--- src/rtl/pacoblaze_scratch_loader_if.sv ---
// Bundle of the command, RAM-port, stream and status signals of the
// scratch-pad loader. "master" is the loader side and "slave" is the
// environment side (CPU/mux/RAM/stream endpoints).
interface pacoblaze_scratch_loader_if #(
  parameter int DEPTH = 6,
  parameter int WIDTH = 8
);
  // command channel
  logic             cmd_valid;
  logic             cmd_ready;
  logic             cmd_load;
  logic [DEPTH-1:0] cmd_base;
  logic [DEPTH-1:0] cmd_len;
  // RAM port ownership handoff
  logic             req;
  logic             gnt;
  // scratch-pad RAM port
  logic [DEPTH-1:0] spr_address;
  logic             spr_write_enable;
  logic [WIDTH-1:0] spr_data_in;
  logic [WIDTH-1:0] spr_data_out;
  // LOAD input stream
  logic             s_valid;
  logic             s_ready;
  logic [WIDTH-1:0] s_data;
  // DUMP output stream
  logic             m_valid;
  logic             m_ready;
  logic [WIDTH-1:0] m_data;
  // status
  logic             busy;
  logic             done;
  logic [WIDTH-1:0] checksum;

  modport master (
    input  cmd_valid, cmd_load, cmd_base, cmd_len, gnt, spr_data_out,
           s_valid, s_data, m_ready,
    output cmd_ready, req, spr_address, spr_write_enable, spr_data_in,
           s_ready, m_valid, m_data, busy, done, checksum
  );

  modport slave (
    output cmd_valid, cmd_load, cmd_base, cmd_len, gnt, spr_data_out,
           s_valid, s_data, m_ready,
    input  cmd_ready, req, spr_address, spr_write_enable, spr_data_in,
           s_ready, m_valid, m_data, busy, done, checksum
  );
endinterface

--- src/rtl/pacoblaze_scratch_loader.sv ---
// Scratch-pad bus master for the PacoBlaze core. LOAD copies bytes from an
// input stream into the scratch-pad, DUMP streams a scratch-pad range out.
// The RAM port is borrowed from the CPU with a req/gnt handoff; while gnt is
// low the transfer pauses without losing or repeating a byte.
// Optional feature: define SCRATCH_LOADER_CHECKSUM_EN to enable the running
// byte checksum; otherwise checksum is tied to zero.
module pacoblaze_scratch_loader #(
  parameter int DEPTH = 6,
  parameter int WIDTH = 8
) (
  input  logic                          clk,
  input  logic                          reset,
  pacoblaze_scratch_loader_if.master    bus
);

  typedef enum logic [2:0] {
    IDLE  = 3'd0,
    REQ   = 3'd1,
    XFER  = 3'd2,
    DRAIN = 3'd3,
    DONE  = 3'd4
  } state_t;

  state_t           state;
  logic             load_q;
  logic [DEPTH-1:0] addr_q;
  logic [DEPTH-1:0] cnt_q;
  logic             cmd_ready_q;
  logic             req_q;
  logic             busy_q;
  logic             done_q;
  logic             vld_p1;
  logic [WIDTH-1:0] m_data_p1;

  logic xfer_gnt;
  logic wr_fire;
  logic rd_fire;
  logic m_take;
  logic last;

  // Transfer qualifiers: nothing moves on the RAM port unless it is granted.
  assign xfer_gnt = (state == XFER) && bus.gnt;
  assign wr_fire  = xfer_gnt && load_q && bus.s_valid;
  assign rd_fire  = xfer_gnt && !load_q && (!vld_p1 || bus.m_ready);
  assign m_take   = vld_p1 && bus.m_ready;
  assign last     = (cnt_q == '0);

  // The write strobe is combinational so a byte lands in the same cycle it
  // is accepted; address is the registered transfer pointer.
  assign bus.s_ready          = xfer_gnt && load_q;
  assign bus.spr_write_enable = wr_fire;
  assign bus.spr_data_in      = wr_fire ? bus.s_data : '0;
  assign bus.spr_address      = addr_q;
  assign bus.cmd_ready        = cmd_ready_q;
  assign bus.req              = req_q;
  assign bus.busy             = busy_q;
  assign bus.done             = done_q;
  assign bus.m_valid          = vld_p1;
  assign bus.m_data           = m_data_p1;

  // Control FSM with registered outputs; also owns the address/count pointers
  // and the one-deep DUMP output register.
  always_ff @(posedge clk or negedge reset) begin
    if (!reset) begin
      state       <= IDLE;
      load_q      <= 1'b0;
      addr_q      <= '0;
      cnt_q       <= '0;
      cmd_ready_q <= 1'b1;
      req_q       <= 1'b0;
      busy_q      <= 1'b0;
      done_q      <= 1'b0;
      vld_p1      <= 1'b0;
      m_data_p1   <= '0;
    end else begin
      case (state)
        IDLE: begin
          if (bus.cmd_valid) begin
            load_q      <= bus.cmd_load;
            addr_q      <= bus.cmd_base;
            cnt_q       <= bus.cmd_len;
            cmd_ready_q <= 1'b0;
            req_q       <= 1'b1;
            busy_q      <= 1'b1;
            state       <= REQ;
          end
        end
        REQ: begin
          if (bus.gnt) state <= XFER;
        end
        XFER: begin
          if (wr_fire) begin
            addr_q <= addr_q + 1'b1;
            cnt_q  <= cnt_q - 1'b1;
            if (last) begin
              req_q  <= 1'b0;
              busy_q <= 1'b0;
              done_q <= 1'b1;
              state  <= DONE;
            end
          end
          if (rd_fire) begin
            m_data_p1 <= bus.spr_data_out;
            vld_p1    <= 1'b1;
            addr_q    <= addr_q + 1'b1;
            cnt_q     <= cnt_q - 1'b1;
            if (last) state <= DRAIN;
          end else if (m_take) begin
            vld_p1 <= 1'b0;
          end
        end
        DRAIN: begin
          if (m_take) begin
            vld_p1 <= 1'b0;
            req_q  <= 1'b0;
            busy_q <= 1'b0;
            done_q <= 1'b1;
            state  <= DONE;
          end
        end
        DONE: begin
          done_q      <= 1'b0;
          cmd_ready_q <= 1'b1;
          state       <= IDLE;
        end
        default: begin
          state       <= IDLE;
          cmd_ready_q <= 1'b1;
          req_q       <= 1'b0;
          busy_q      <= 1'b0;
          done_q      <= 1'b0;
          vld_p1      <= 1'b0;
        end
      endcase
    end
  end

`ifdef SCRATCH_LOADER_CHECKSUM_EN
  logic [WIDTH-1:0] sum_q;

  // Running modulo sum of every byte written (LOAD) or handed off (DUMP).
  always_ff @(posedge clk or negedge reset) begin
    if (!reset) begin
      sum_q <= '0;
    end else if (state == IDLE && bus.cmd_valid) begin
      sum_q <= '0;
    end else if (wr_fire) begin
      sum_q <= sum_q + bus.s_data;
    end else if (m_take) begin
      sum_q <= sum_q + m_data_p1;
    end
  end

  assign bus.checksum = sum_q;
`else
  assign bus.checksum = '0;
`endif

endmodule

--- src/flat_wrapper.sv ---
// flat-port wrapper written by rule: the top's interface ports become plain ports
module pacoblaze_scratch_loader_flat 
#(
  parameter int DEPTH = 6,
  parameter int WIDTH = 8
)
  (clk, reset, bus_cmd_valid, bus_cmd_load, bus_cmd_base, bus_cmd_len, bus_gnt, bus_spr_data_out, bus_s_valid, bus_s_data, bus_m_ready, bus_cmd_ready, bus_req, bus_spr_address, bus_spr_write_enable, bus_spr_data_in, bus_s_ready, bus_m_valid, bus_m_data, bus_busy, bus_done, bus_checksum);
  pacoblaze_scratch_loader_if #(.DEPTH(DEPTH), .WIDTH(WIDTH)) bus_i ();
  input  logic clk;
  input  logic reset;
  input wire logic [$bits(bus_i.cmd_valid)-1:0] bus_cmd_valid;
  input wire logic [$bits(bus_i.cmd_load)-1:0] bus_cmd_load;
  input wire logic [$bits(bus_i.cmd_base)-1:0] bus_cmd_base;
  input wire logic [$bits(bus_i.cmd_len)-1:0] bus_cmd_len;
  input wire logic [$bits(bus_i.gnt)-1:0] bus_gnt;
  input wire logic [$bits(bus_i.spr_data_out)-1:0] bus_spr_data_out;
  input wire logic [$bits(bus_i.s_valid)-1:0] bus_s_valid;
  input wire logic [$bits(bus_i.s_data)-1:0] bus_s_data;
  input wire logic [$bits(bus_i.m_ready)-1:0] bus_m_ready;
  output wire logic [$bits(bus_i.cmd_ready)-1:0] bus_cmd_ready;
  output wire logic [$bits(bus_i.req)-1:0] bus_req;
  output wire logic [$bits(bus_i.spr_address)-1:0] bus_spr_address;
  output wire logic [$bits(bus_i.spr_write_enable)-1:0] bus_spr_write_enable;
  output wire logic [$bits(bus_i.spr_data_in)-1:0] bus_spr_data_in;
  output wire logic [$bits(bus_i.s_ready)-1:0] bus_s_ready;
  output wire logic [$bits(bus_i.m_valid)-1:0] bus_m_valid;
  output wire logic [$bits(bus_i.m_data)-1:0] bus_m_data;
  output wire logic [$bits(bus_i.busy)-1:0] bus_busy;
  output wire logic [$bits(bus_i.done)-1:0] bus_done;
  output wire logic [$bits(bus_i.checksum)-1:0] bus_checksum;
  assign bus_i.cmd_valid = bus_cmd_valid;
  assign bus_i.cmd_load = bus_cmd_load;
  assign bus_i.cmd_base = bus_cmd_base;
  assign bus_i.cmd_len = bus_cmd_len;
  assign bus_i.gnt = bus_gnt;
  assign bus_i.spr_data_out = bus_spr_data_out;
  assign bus_i.s_valid = bus_s_valid;
  assign bus_i.s_data = bus_s_data;
  assign bus_i.m_ready = bus_m_ready;
  assign bus_cmd_ready = bus_i.cmd_ready;
  assign bus_req = bus_i.req;
  assign bus_spr_address = bus_i.spr_address;
  assign bus_spr_write_enable = bus_i.spr_write_enable;
  assign bus_spr_data_in = bus_i.spr_data_in;
  assign bus_s_ready = bus_i.s_ready;
  assign bus_m_valid = bus_i.m_valid;
  assign bus_m_data = bus_i.m_data;
  assign bus_busy = bus_i.busy;
  assign bus_done = bus_i.done;
  assign bus_checksum = bus_i.checksum;
  pacoblaze_scratch_loader #(.DEPTH(DEPTH), .WIDTH(WIDTH)) u_core (.clk(clk), .reset(reset), .bus(bus_i));
endmodule
--- config.mk ---
export PLATFORM = sky130hd
export DESIGN_NAME = pacoblaze_scratch_loader_flat
export DESIGN_NICKNAME = d
export VERILOG_FILES = /design/src/rtl/pacoblaze_scratch_loader_if.sv /design/src/rtl/pacoblaze_scratch_loader.sv /design/src/flat_wrapper.sv
export SDC_FILE = /design/constraint.sdc
export NUM_CORES = 1
export LEC_CHECK = 0
export BUFFER_PORTS_ARGS = -buffer_cell sky130_fd_sc_hd__buf_4
export CAP_MARGIN = 20
export CORE_AREA = 3 3 64 66
export DETAILED_ROUTE_END_ITERATION = 16
export DIE_AREA = 0 0 67 69
export MAX_ROUTING_LAYER = met4
export PLACE_DENSITY = 0.77
export REMOVE_ABC_BUFFERS = 1
export SYNTH_ARGS = -nofsm -noshare
export SYNTH_HDL_FRONTEND = slang
export SYNTH_SLANG_ARGS = --single-unit
--- constraint.sdc ---
create_clock -name clk -period 1.9 [get_ports clk]
set_input_delay 0.38 -clock clk [delete_from_list [all_inputs] [get_ports clk]]
set_output_delay 0.38 -clock clk [all_outputs]
set_load 0.005 [all_outputs]
==> impl_metrics.yaml, run 1 <==
grt:
  antenna_found_initial: 0
  grt_pass1_wl_mm: 6.56
  grt_max_degree: 29
  grt-ovfl-total: 0
  grt.total_usage: 0.184
  grt_pass1_vias: 1412
flow_run:
  max_cap_violations: 0
synth:
  netlist_area_um2: 1660
  synth_top_cells_by_area: "dfrtp_1 (41%), mux2_1 (5.4%), buf_4 (4.5%)"
  synth_top_area_share: 0.406
  synth_top_cell_by_area: "dfrtp_1"
  yosys_warnings: 0
  ys.flop_type: "dfrtp_1"
  synth_common_cells: "dfrtp_1 (27), nand2_1 (15), buf_4 (10)"
  ys_ff_latch: 28
  synth.distinct_cells: 48
  seq_area_frac_synth: 0.422
  avgSynthCellArea_um2: 9.72
  synthCells: 171
  ys_async_sr_fraction: 1.00
  synthMostInstantiatedCell: "dfrtp_1"
  synth-edff-count: 0
die:
  start_util: 0.458
  ios: 72
  die_h_um: 69
  fp.dieW_um: 67
  std_cell_rows: 22
  dieArea_um2: 4620
  fp.coreArea_um2: 3630
worst_setup_path:
  critPathKind: "reg -> out"
  ff2ff_setup_slack_ns: 0.08
  cp-end-kind: "output port"
  crit_required_ns: 1.52
  r2r-start: "u_core.cnt_q[0]$_DFFE_PN0P_"
  r2r-end: "u_core.bus.req$_DFFE_PN0P_"
  cp_max_fo: 5
  reg2reg_depth: 6
  cp.arrival_ns: 1.48
  startpoint_type: "flop"
finish:
  fill_cells: 315
  utilization: 0.636
  nNetsFinal: 281
  drive_gt1_frac: 0.399
  area_growth_pct: 39.0
  diodes: 0
  final_area_um2: 2310
outcome:
  status: "finished, final reports clean"
timing:
  fin_ws_ns: 0.0440
  final-setup-viol-count: 0
  skew_ns: 0.00507
  slew_violations: 0
  period_minus_slack_ns: 1.86
  hold_viol: 0
  period_share: 0.977
  max_freq_ghz: 0.539
  rsz0062_at_grt: "yes"
cts:
  root_buffer: "clkbuf_8"
  htree_levels: 1
  clockBufferDepth: 2
  cts_hold_buf: 0
  cts_inserted_buffers: 3
  cts_sinks: 28
  path_clk_slew_ns: 0.10
  insertion_delay_ns: 0.28
  cts_tree: "built"
power:
  peakVddDrop_mv: 0.803
  p_per_area_nw_per_um2: 1410
  power_leakage_nw: 1.12
route:
  vias: 1588
  via_per_inst: 5.46
  wl_per_cell_um: 14.8
  drc: 0
  ant_nets: 0
  wl_mm: 4.30
  first_iter_violations: 42
  dr.pass1.iters: 4
worst_hold_path:
  hold_path_class: "in -> async"
placed_design:
  dp_slack_ns: 0.0840
  dpl_cell_area_um2: 2200
  port_buffers: 63
  place_congestion: 0.806
  dp_hpwl_mm: 3.19
## through the flow
stage	power [mW]	cells	TNS [ns]	hold slack, ns
6_report	3.26	291	0	0.000358
3_5_place_dp	2.75	283	0	0.322
5_1_grt	3.49	291	-0.172	0.0148
4_1_cts	3.23	287	0	0.0132
3_3_place_gp	2.71	283	0	0.324
2_1_floorplan	1.96	159	-0.0237	0.0844
## critical path, stage by stage (launching register included)
cell     delay [ns]
dfrtp_2        0.45
nor3b_4        0.21
and4_2         0.28
and2_1         0.14
buf_4          0.11
## cell usage in the layout (no fill, tap or decap), drive strengths merged, types with 2 or more instances in the layout
cell type,n
a22oi,3
inv,7
conb,8
o22ai,2
nand4,3
buf,79
a21oi,3
a311oi,2
or4b,2
nor2b,3
dfrtp,27
nand2,15
or4,3
o21ai,4
nor4,5
mux2,9
o211ai,4
ha,2
nor2,7
nand3,8
a31oi,4
a221o,6
and4,3
clkbuf,3
nor3,5
and2,8
and3,2
nand2b,3
## how the worst max path moves through the flow
| stage | end | from | cells past startpoint | slack [ns] |
|---|---|---|---|---|
| global placement | u_core.state[1]$_DFFE_PN0P_ | u_core.cnt_q[0]$_DFFE_PN0P_ | 6 | 0.17 |
| global route | u_core.state[1]$_DFFE_PN0P_ | u_core.cnt_q[0]$_DFFE_PN0P_ | 6 | -0.05 |
| detailed placement | u_core.bus.req$_DFFE_PN0P_ | u_core.cnt_q[0]$_DFFE_PN0P_ | 6 | 0.08 |
| floorplan | u_core.cnt_q[3]$_DFFE_PN0P_ | u_core.state[1]$_DFFE_PN0P_ | 4 | -0.02 |
| CTS | bus_spr_data_in[5] | u_core.state[0]$_DFFE_PN0P_ | 4 | 0.01 |
| finish | bus_spr_data_in[7] | u_core.state[0]$_DFFE_PN0P_ | 4 | 0.04 |
## layer usage
layer  track usage  vias to the layer above  part of all wire
met5             -                        -                 0
met4        0.0676                        0             0.016
met3        0.0179                        6             0.062
met2         0.284                       63              0.48
met1         0.248                      753              0.44
li1              -                      766                 -
## registers in the layout, summed over array words and instances, names as in the netlist
signal                  count
u_core.state                3
u_core.load_q               1
u_core.cnt_q                6
u_core.bus.m_data           8
u_core.bus.cmd_ready        1
u_core.bus.done             1
u_core.bus.m_valid          1
u_core.bus.req              1
u_core.bus.spr_address      6
## area by class of cell
| cell class | count | area (um^2) | share of cell area |
|---|---|---|---|
| multi-input cells | 125 | 855 | 0.370 |
| flip-flops and latches | 28 | 706 | 0.305 |
| repair buffers | 79 | 593 | 0.257 |
| well taps | 48 | 60.1 | 0.0260 |
| clock buffers | 3 | 41.3 | 0.0179 |
| clock inverters | 1 | 30.0 | 0.0130 |
| inverters | 7 | 26.3 | 0.0114 |
## what timing repair did
item / in CTS / in global routing
buffers inserted: 0 / 3
gates cloned: 0 / 1
setup endpoints to repair: 8 / 12
resized for setup: 4 / 2
pin swaps: 0 / 2
## power by group
part           internal, mW  leakage, nW  switching, mW
sequential            0.883        0.332          0.256
combinational         0.881        0.749          0.758
clock                 0.282       0.0357          0.197
## cell families after synthesis
logic type	share of synthesized area
adders and majority gates	0.0150
buffers and inverters	0.0903
muxes	0.0609
AOI/OAI and AO/OA	0.156
other	0.00226
and+or+nand+nor	0.254
DFF	0.422
No activity file was read; power rests on OpenSTA's default activity.
==> inputs of run 2 (changes only) <==
--- a/config.mk
+++ b/config.mk
@@ -5,7 +5,7 @@
 export SDC_FILE = /design/constraint.sdc
 export NUM_CORES = 1
 export LEC_CHECK = 0
-export BUFFER_PORTS_ARGS = -buffer_cell sky130_fd_sc_hd__buf_4
+export BUFFER_PORTS_ARGS = -buffer_cell sky130_fd_sc_hd__buf_2
 export CAP_MARGIN = 20
 export CORE_AREA = 3 3 64 66
 export DETAILED_ROUTE_END_ITERATION = 16
@@ -13,6 +13,7 @@
 export MAX_ROUTING_LAYER = met4
 export PLACE_DENSITY = 0.77
 export REMOVE_ABC_BUFFERS = 1
+export SLEW_MARGIN = 20
 export SYNTH_ARGS = -nofsm -noshare
 export SYNTH_HDL_FRONTEND = slang
 export SYNTH_SLANG_ARGS = --single-unit
==> run 2 against run 1 <==
- clock-buffer cell count unchanged
- power fell by 5.7%
- largest power group unchanged
- first-iteration DRC count grew 88%
- clock power is 1% lower
- non-clock buffer count unchanged
- die area unchanged
- global-route usage decreased by 0.19 points
- register-to-register slack gained 0.05 ns
- wire length fell by 5.2%
- critical path depth did not move
- combinational power fell by 11%
- largest cell class unchanged
==> impl_metrics.yaml, run 2 (synthesis gave the netlist of run 1 again) <==
flow_run:
  max_cap_violations: 0
route:
  first_iter_violations: 79
  via_per_inst: 5.47
  vias: 1591
  ant_nets: 0
  drc: 0
  wl_mm: 4.07
  wl_per_cell_um: 14.0
  dr.pass1.iters: 5
die:
  fp.dieW_um: 67
  die_h_um: 69
  std_cell_rows: 22
  start_util: 0.458
  fp.coreArea_um2: 3630
  dieArea_um2: 4620
  ios: 72
finish:
  nNetsFinal: 281
  layout_commonest_cell: "buf_2"
  diodes: 0
  final_area_um2: 2150
  drive_gt1_frac: 0.391
  largest_reg_flops: 8
  area_growth_pct: 29.1
  layout_common_cells: "buf_2 (63), dfrtp_1 (25), buf_4 (16)"
worst_setup_path:
  startpoint_type: "flop"
  slowest_delay_ns: 0.46
  reg2reg_depth: 6
  crit_chain: "nor3b_4 > and4_2 > and2_1 > buf_2"
  cp-end-kind: "output port"
  cp_max_fo: 5
  crit_required_ns: 1.52
  critPathKind: "reg -> out"
  critPathSlowestCell: "dfrtp_2"
  cp.arrival_ns: 1.47
timing:
  fin_setup_tns_ns: 0
  final-setup-viol-count: 0
  slew_violations: 0
  period_minus_slack_ns: 1.85
  whs_ns: 0.0955
  skew_ns: 0.00395
  slew_headroom: 0.591
  period_share: 0.976
  max_freq_ghz: 0.539
  hold_viol: 0
  rsz0062_at_grt: "yes"
  tightest_slew_ns: 0.613
power:
  p_per_area_nw_per_um2: 1430
  power_leakage_nw: 1.08
  peakVddDrop_mv: 0.684
worst_hold_path:
  hold_path_class: "in -> async"
placed_design:
  dp_hpwl_mm: 3.02
  place_congestion: 0.790
  dpl_cell_area_um2: 2010
  port_buffers: 63
grt:
  antenna_found_initial: 0
  grt_pass1_wl_mm: 6.42
  grt_pass1_vias: 1399
  grt_max_degree: 29
  grt-ovfl-total: 0
  grt.total_usage: 0.182
cts:
  cts_tree: "built"
  path_clk_slew_ns: 0.10
  htree_levels: 1
  cts_sinks: 28
  root_buffer: "clkbuf_8"
  clockBufferDepth: 2
  cts_inserted_buffers: 3
  cts_hold_buf: 0
  insertion_delay_ns: 0.28
outcome:
  status: "finished, final reports clean"
[run 2: cell counts in the layout (fill, tap and decap cells not counted)]
No cell type changed its count.
[run 2: cell type report]
cell class / instances / area, um^2
flip-flops and latches: 28 / 704
repair buffers: 79 / 435
multi-input cells: 125 / 850
clock inverters: 1 / 30.0
fillers: 326 / 1490
inverters: 7 / 26.3
clock buffers: 3 / 41.3
well taps: 48 / 60.1
[run 2: final timing paths]
check / end / from / slack [ns]
setup / recovery: bus_spr_data_in[7] / u_core.state[2]$_DFFE_PN0P_ / 0.05
hold reg to reg: u_core.bus.cmd_ready$_DFFE_PN1P_ / u_core.bus.cmd_ready$_DFFE_PN1P_ / 0.47
min in group clk: u_core.load_q$_DFFE_PN0P_ / bus_cmd_load / 0.29
max in group asynchronous: u_core.state[0]$_DFFE_PN0P_ / reset / 1.36
setup reg to reg: u_core.state[0]$_DFFE_PN0P_ / u_core.cnt_q[0]$_DFFE_PN0P_ / 0.13
hold / removal: u_core.bus.m_data[4]$_DFFE_PN0P_ / reset / 0.1
[run 2: power by group]
| part | internal (mW) | leakage, nW | switching [mW] |
|---|---|---|---|
| registers | 0.881 | 0.333 | 0.259 |
| clock network | 0.282 | 0.0357 | 0.190 |
| logic | 0.739 | 0.706 | 0.721 |
| total | 1.90 | 1.08 | 1.17 |
[run 2: metrics by stage]
step                 util  setup slack, ns  total power [mW]  std cells
global placement    0.553            0.164              2.52        279
floorplan               -          -0.0237              1.96        159
finish              0.591           0.0462              3.07        291
global route        0.591          -0.0261              3.31        291
CTS                 0.576          0.00131              3.06        284
detailed placement  0.553            0.142              2.55        279
[run 2: what timing repair did]
item	CTS	global route
resized for setup	4	0
pin swaps	0	1
gates cloned	0	1
endpoints found under the setup margin	9	9
endpoints found under the hold margin	0	0
setup buffers	1	6
[run 2: routing by layer]
layer,vias to the layer above,routed length [um],global-route usage
met5,-,0,-
met4,0,80,0.0788
met3,7,340,0.0179
met2,75,1990,0.283
met1,742,1660,0.238
li1,767,-,-
[run 2: worst max-delay path, delay by kind of cell (launching register included)]
family	cells	cell delay [ns]
buf+inv	1	0.10
flops	1	0.46
simple gates	3	0.63
==> inputs of run 3 (changes only) <==
--- a/config.mk
+++ b/config.mk
@@ -5,11 +5,12 @@
 export SDC_FILE = /design/constraint.sdc
 export NUM_CORES = 1
 export LEC_CHECK = 0
+export ABC_AREA = 1
 export BUFFER_PORTS_ARGS = -buffer_cell sky130_fd_sc_hd__buf_2
 export CAP_MARGIN = 20
-export CORE_AREA = 3 3 64 66
+export CORE_AREA = 3 3 65 67
 export DETAILED_ROUTE_END_ITERATION = 16
-export DIE_AREA = 0 0 67 69
+export DIE_AREA = 0 0 68 70
 export MAX_ROUTING_LAYER = met4
 export PLACE_DENSITY = 0.77
 export REMOVE_ABC_BUFFERS = 1
==> run 3 against run 2 <==
- sequential cell count stayed put
- power is 9.4% higher
- cell count is 26% higher
- combinational power is 18% higher
- via count is 11% higher
- area after synthesis is 5.1% higher
- clock skew is 0.0019 ns lower
- clock-buffer cell count stayed put
==> impl_metrics.yaml, run 3 <==
outcome:
  status: "finished, final reports clean"
worst_setup_path:
  crit_required_ns: 1.52
  r2r-start: "u_core.cnt_q[0]$_DFFE_PN0P_"
  ff2ff_setup_slack_ns: 0.20
  critPathSlowestCell: "dfrtp_2"
  r2r-end: "u_core.bus.done$_DFFE_PN0P_"
  slowest_delay_ns: 0.45
  crit_chain: "nor2_4 > nand4_2 > inv_2 > nand2_4 > nor2_1 > buf_2"
  startpoint_type: "flop"
  path_buf_inv: 2
  cp_max_fo: 9
  reg2reg_depth: 6
  cp.arrival_ns: 1.40
  cpLargestDelayFamily: "simple AND/OR/NAND/NOR gates"
  critPathKind: "reg -> out"
  cp-end-kind: "output port"
synth:
  muxShareOfSynthArea: 0
  avgSynthCellArea_um2: 6.88
  ys.flop_type: "dfrtp_1"
  synth.distinct_cells: 28
  netlist_area_um2: 1750
  synth_xor_area_frac: 0.0100
  synth_top_area_share: 0.387
  synthMostInstantiatedCell: "nand2_1"
  yosys_warnings: 0
  ys_async_sr_fraction: 1.00
  synth_compound_area_frac: 0.0608
  synth_fa_ha_area_frac: 0.0143
  synth-edff-count: 0
  synth_top_cell_by_area: "dfrtp_1"
  ys_ff_latch: 28
  synth_top_cells_by_area: "dfrtp_1 (39%), nand2_1 (22%), nand3_1 (6.6%)"
  synth_common_cells: "nand2_1 (103), dfrtp_1 (27), nor2_1 (27)"
  synthCells: 254
  seq_area_frac_synth: 0.402
  synth_top_family_by_area: "simple AND/OR/NAND/NOR gates"
  synth-simple-area-share: 0.391
timing:
  period_minus_slack_ns: 1.78
  final-setup-viol-count: 0
  fin_setup_tns_ns: 0
  max_freq_ghz: 0.561
  slew_headroom: 0.582
  fin_ws_ns: 0.117
  skew_ns: 0.00208
  slew_violations: 0
  tightest_slew_ns: 0.627
  rsz0062_at_grt: "no"
  period_share: 0.938
  hold_viol: 0
route:
  wl_mm: 4.15
  vias: 1760
  wl_per_cell_um: 11.3
  drc: 0
  first_iter_violations: 72
  dr.pass1.iters: 4
  via_per_inst: 4.78
  ant_nets: 0
die:
  die_h_um: 70
  start_util: 0.474
  fp.dieW_um: 68
  std_cell_rows: 22
  fp.coreArea_um2: 3690
  ios: 72
  dieArea_um2: 4760
cts:
  clockBufferDepth: 2
  path_clk_slew_ns: 0.10
  cts_inserted_buffers: 3
  htree_levels: 1
  root_buffer: "clkbuf_8"
  cts_sinks: 28
  insertion_delay_ns: 0.28
  cts_tree: "built"
flow_run:
  max_cap_violations: 0
grt:
  use_met3: 0.0273
  top_usage_layer: "met2"
  grt.total_usage: 0.184
  grt_pass1_vias: 1621
  met1_usage: 0.214
  gr-usage-met2: 0.316
  grt_max_degree: 29
  grt_pass1_wl_mm: 6.78
  antenna_found_initial: 0
  grt-ovfl-total: 0
finish:
  diodes: 0
  layout_commonest_cell: "nand2_1"
  utilization: 0.586
  area_growth_pct: 23.8
  drive_gt1_frac: 0.269
  nNetsFinal: 358
  layout_common_cells: "nand2_1 (103), buf_2 (63), nor2_1 (27)"
  largest_reg_flops: 8
placed_design:
  port_buffers: 63
  dp_slack_ns: 0.240
  dp_hpwl_mm: 3.15
  place_congestion: 0.832
worst_hold_path:
  hold_path_class: "in -> async"
power:
  p_per_area_nw_per_um2: 1550
  power_leakage_nw: 1.33
  peakVddDrop_mv: 0.807
## run 3: worst max path at each step
| stage | from | end | slack (ns) | cells after the start |
|---|---|---|---|---|
| 3_3_place_gp | u_core.cnt_q[0]$_DFFE_PN0P_ | u_core.bus.done$_DFFE_PN0P_ | 0.24 | 7 |
| 2_1_floorplan | u_core.state[0]$_DFFE_PN0P_ | u_core.bus.spr_address[5]$_DFFE_PN0P_ | 0.34 | 9 |
| 3_5_place_dp | u_core.cnt_q[0]$_DFFE_PN0P_ | u_core.bus.done$_DFFE_PN0P_ | 0.24 | 7 |
| 5_1_grt | u_core.state[2]$_DFFE_PN0P_ | bus_spr_data_in[6] | 0.0007 | 6 |
| 6_report | u_core.state[2]$_DFFE_PN0P_ | bus_spr_data_in[4] | 0.12 | 6 |
| 4_1_cts | u_core.state[0]$_DFFE_PN0P_ | bus_spr_data_in[4] | 0.02 | 6 |
## run 3: layout make-up
cell class / instances / area [um^2]
clock buffer: 3 / 41.3
fill: 366 / 1530
clock inverter: 1 / 30.0
timing repair buffer: 70 / 368
multi-input combinational: 192 / 862
sequential: 28 / 704
inverter: 26 / 97.6
tap: 48 / 60.1
## run 3: through the flow
step	total power, mW	hold slack, ns	std cells	cell area [um^2]
after floorplan	2.25	0.0844	246	1660
after global placement	2.78	0.437	360	2060
after detailed placement	2.83	0.445	360	2060
after CTS	3.31	0.129	364	2130
after global routing	3.71	0.149	368	2160
final	3.36	0.105	368	2160
## run 3: kinds of logic after synthesis
group                      Yosys count
buffers and inverters               41
adders and majority gates            2
and+or+nand+nor                    163
AOI/OAI and AO/OA                   17
DFF                                 28
xor gates and xnor gates             2
other                                1
## run 3: what timing repair did
item	in CTS	in global routing
hold buffers	0	0
setup buffers	0	4
setup endpoints to repair	0	8
gates resized for setup	0	2
## run 3: where the power goes
group / switching (mW) / internal, mW / total [mW]
clock: 0.197 / 0.282 / 0.479
sequential: 0.267 / 0.884 / 1.15
combinational: 1.01 / 0.721 / 1.73
## run 3: per-layer routing
layer	vias up	part of all wire
li1	905	-
met1	786	0.42
met2	62	0.50
met3	7	0.067
met4	0	0.015
met5	-	0
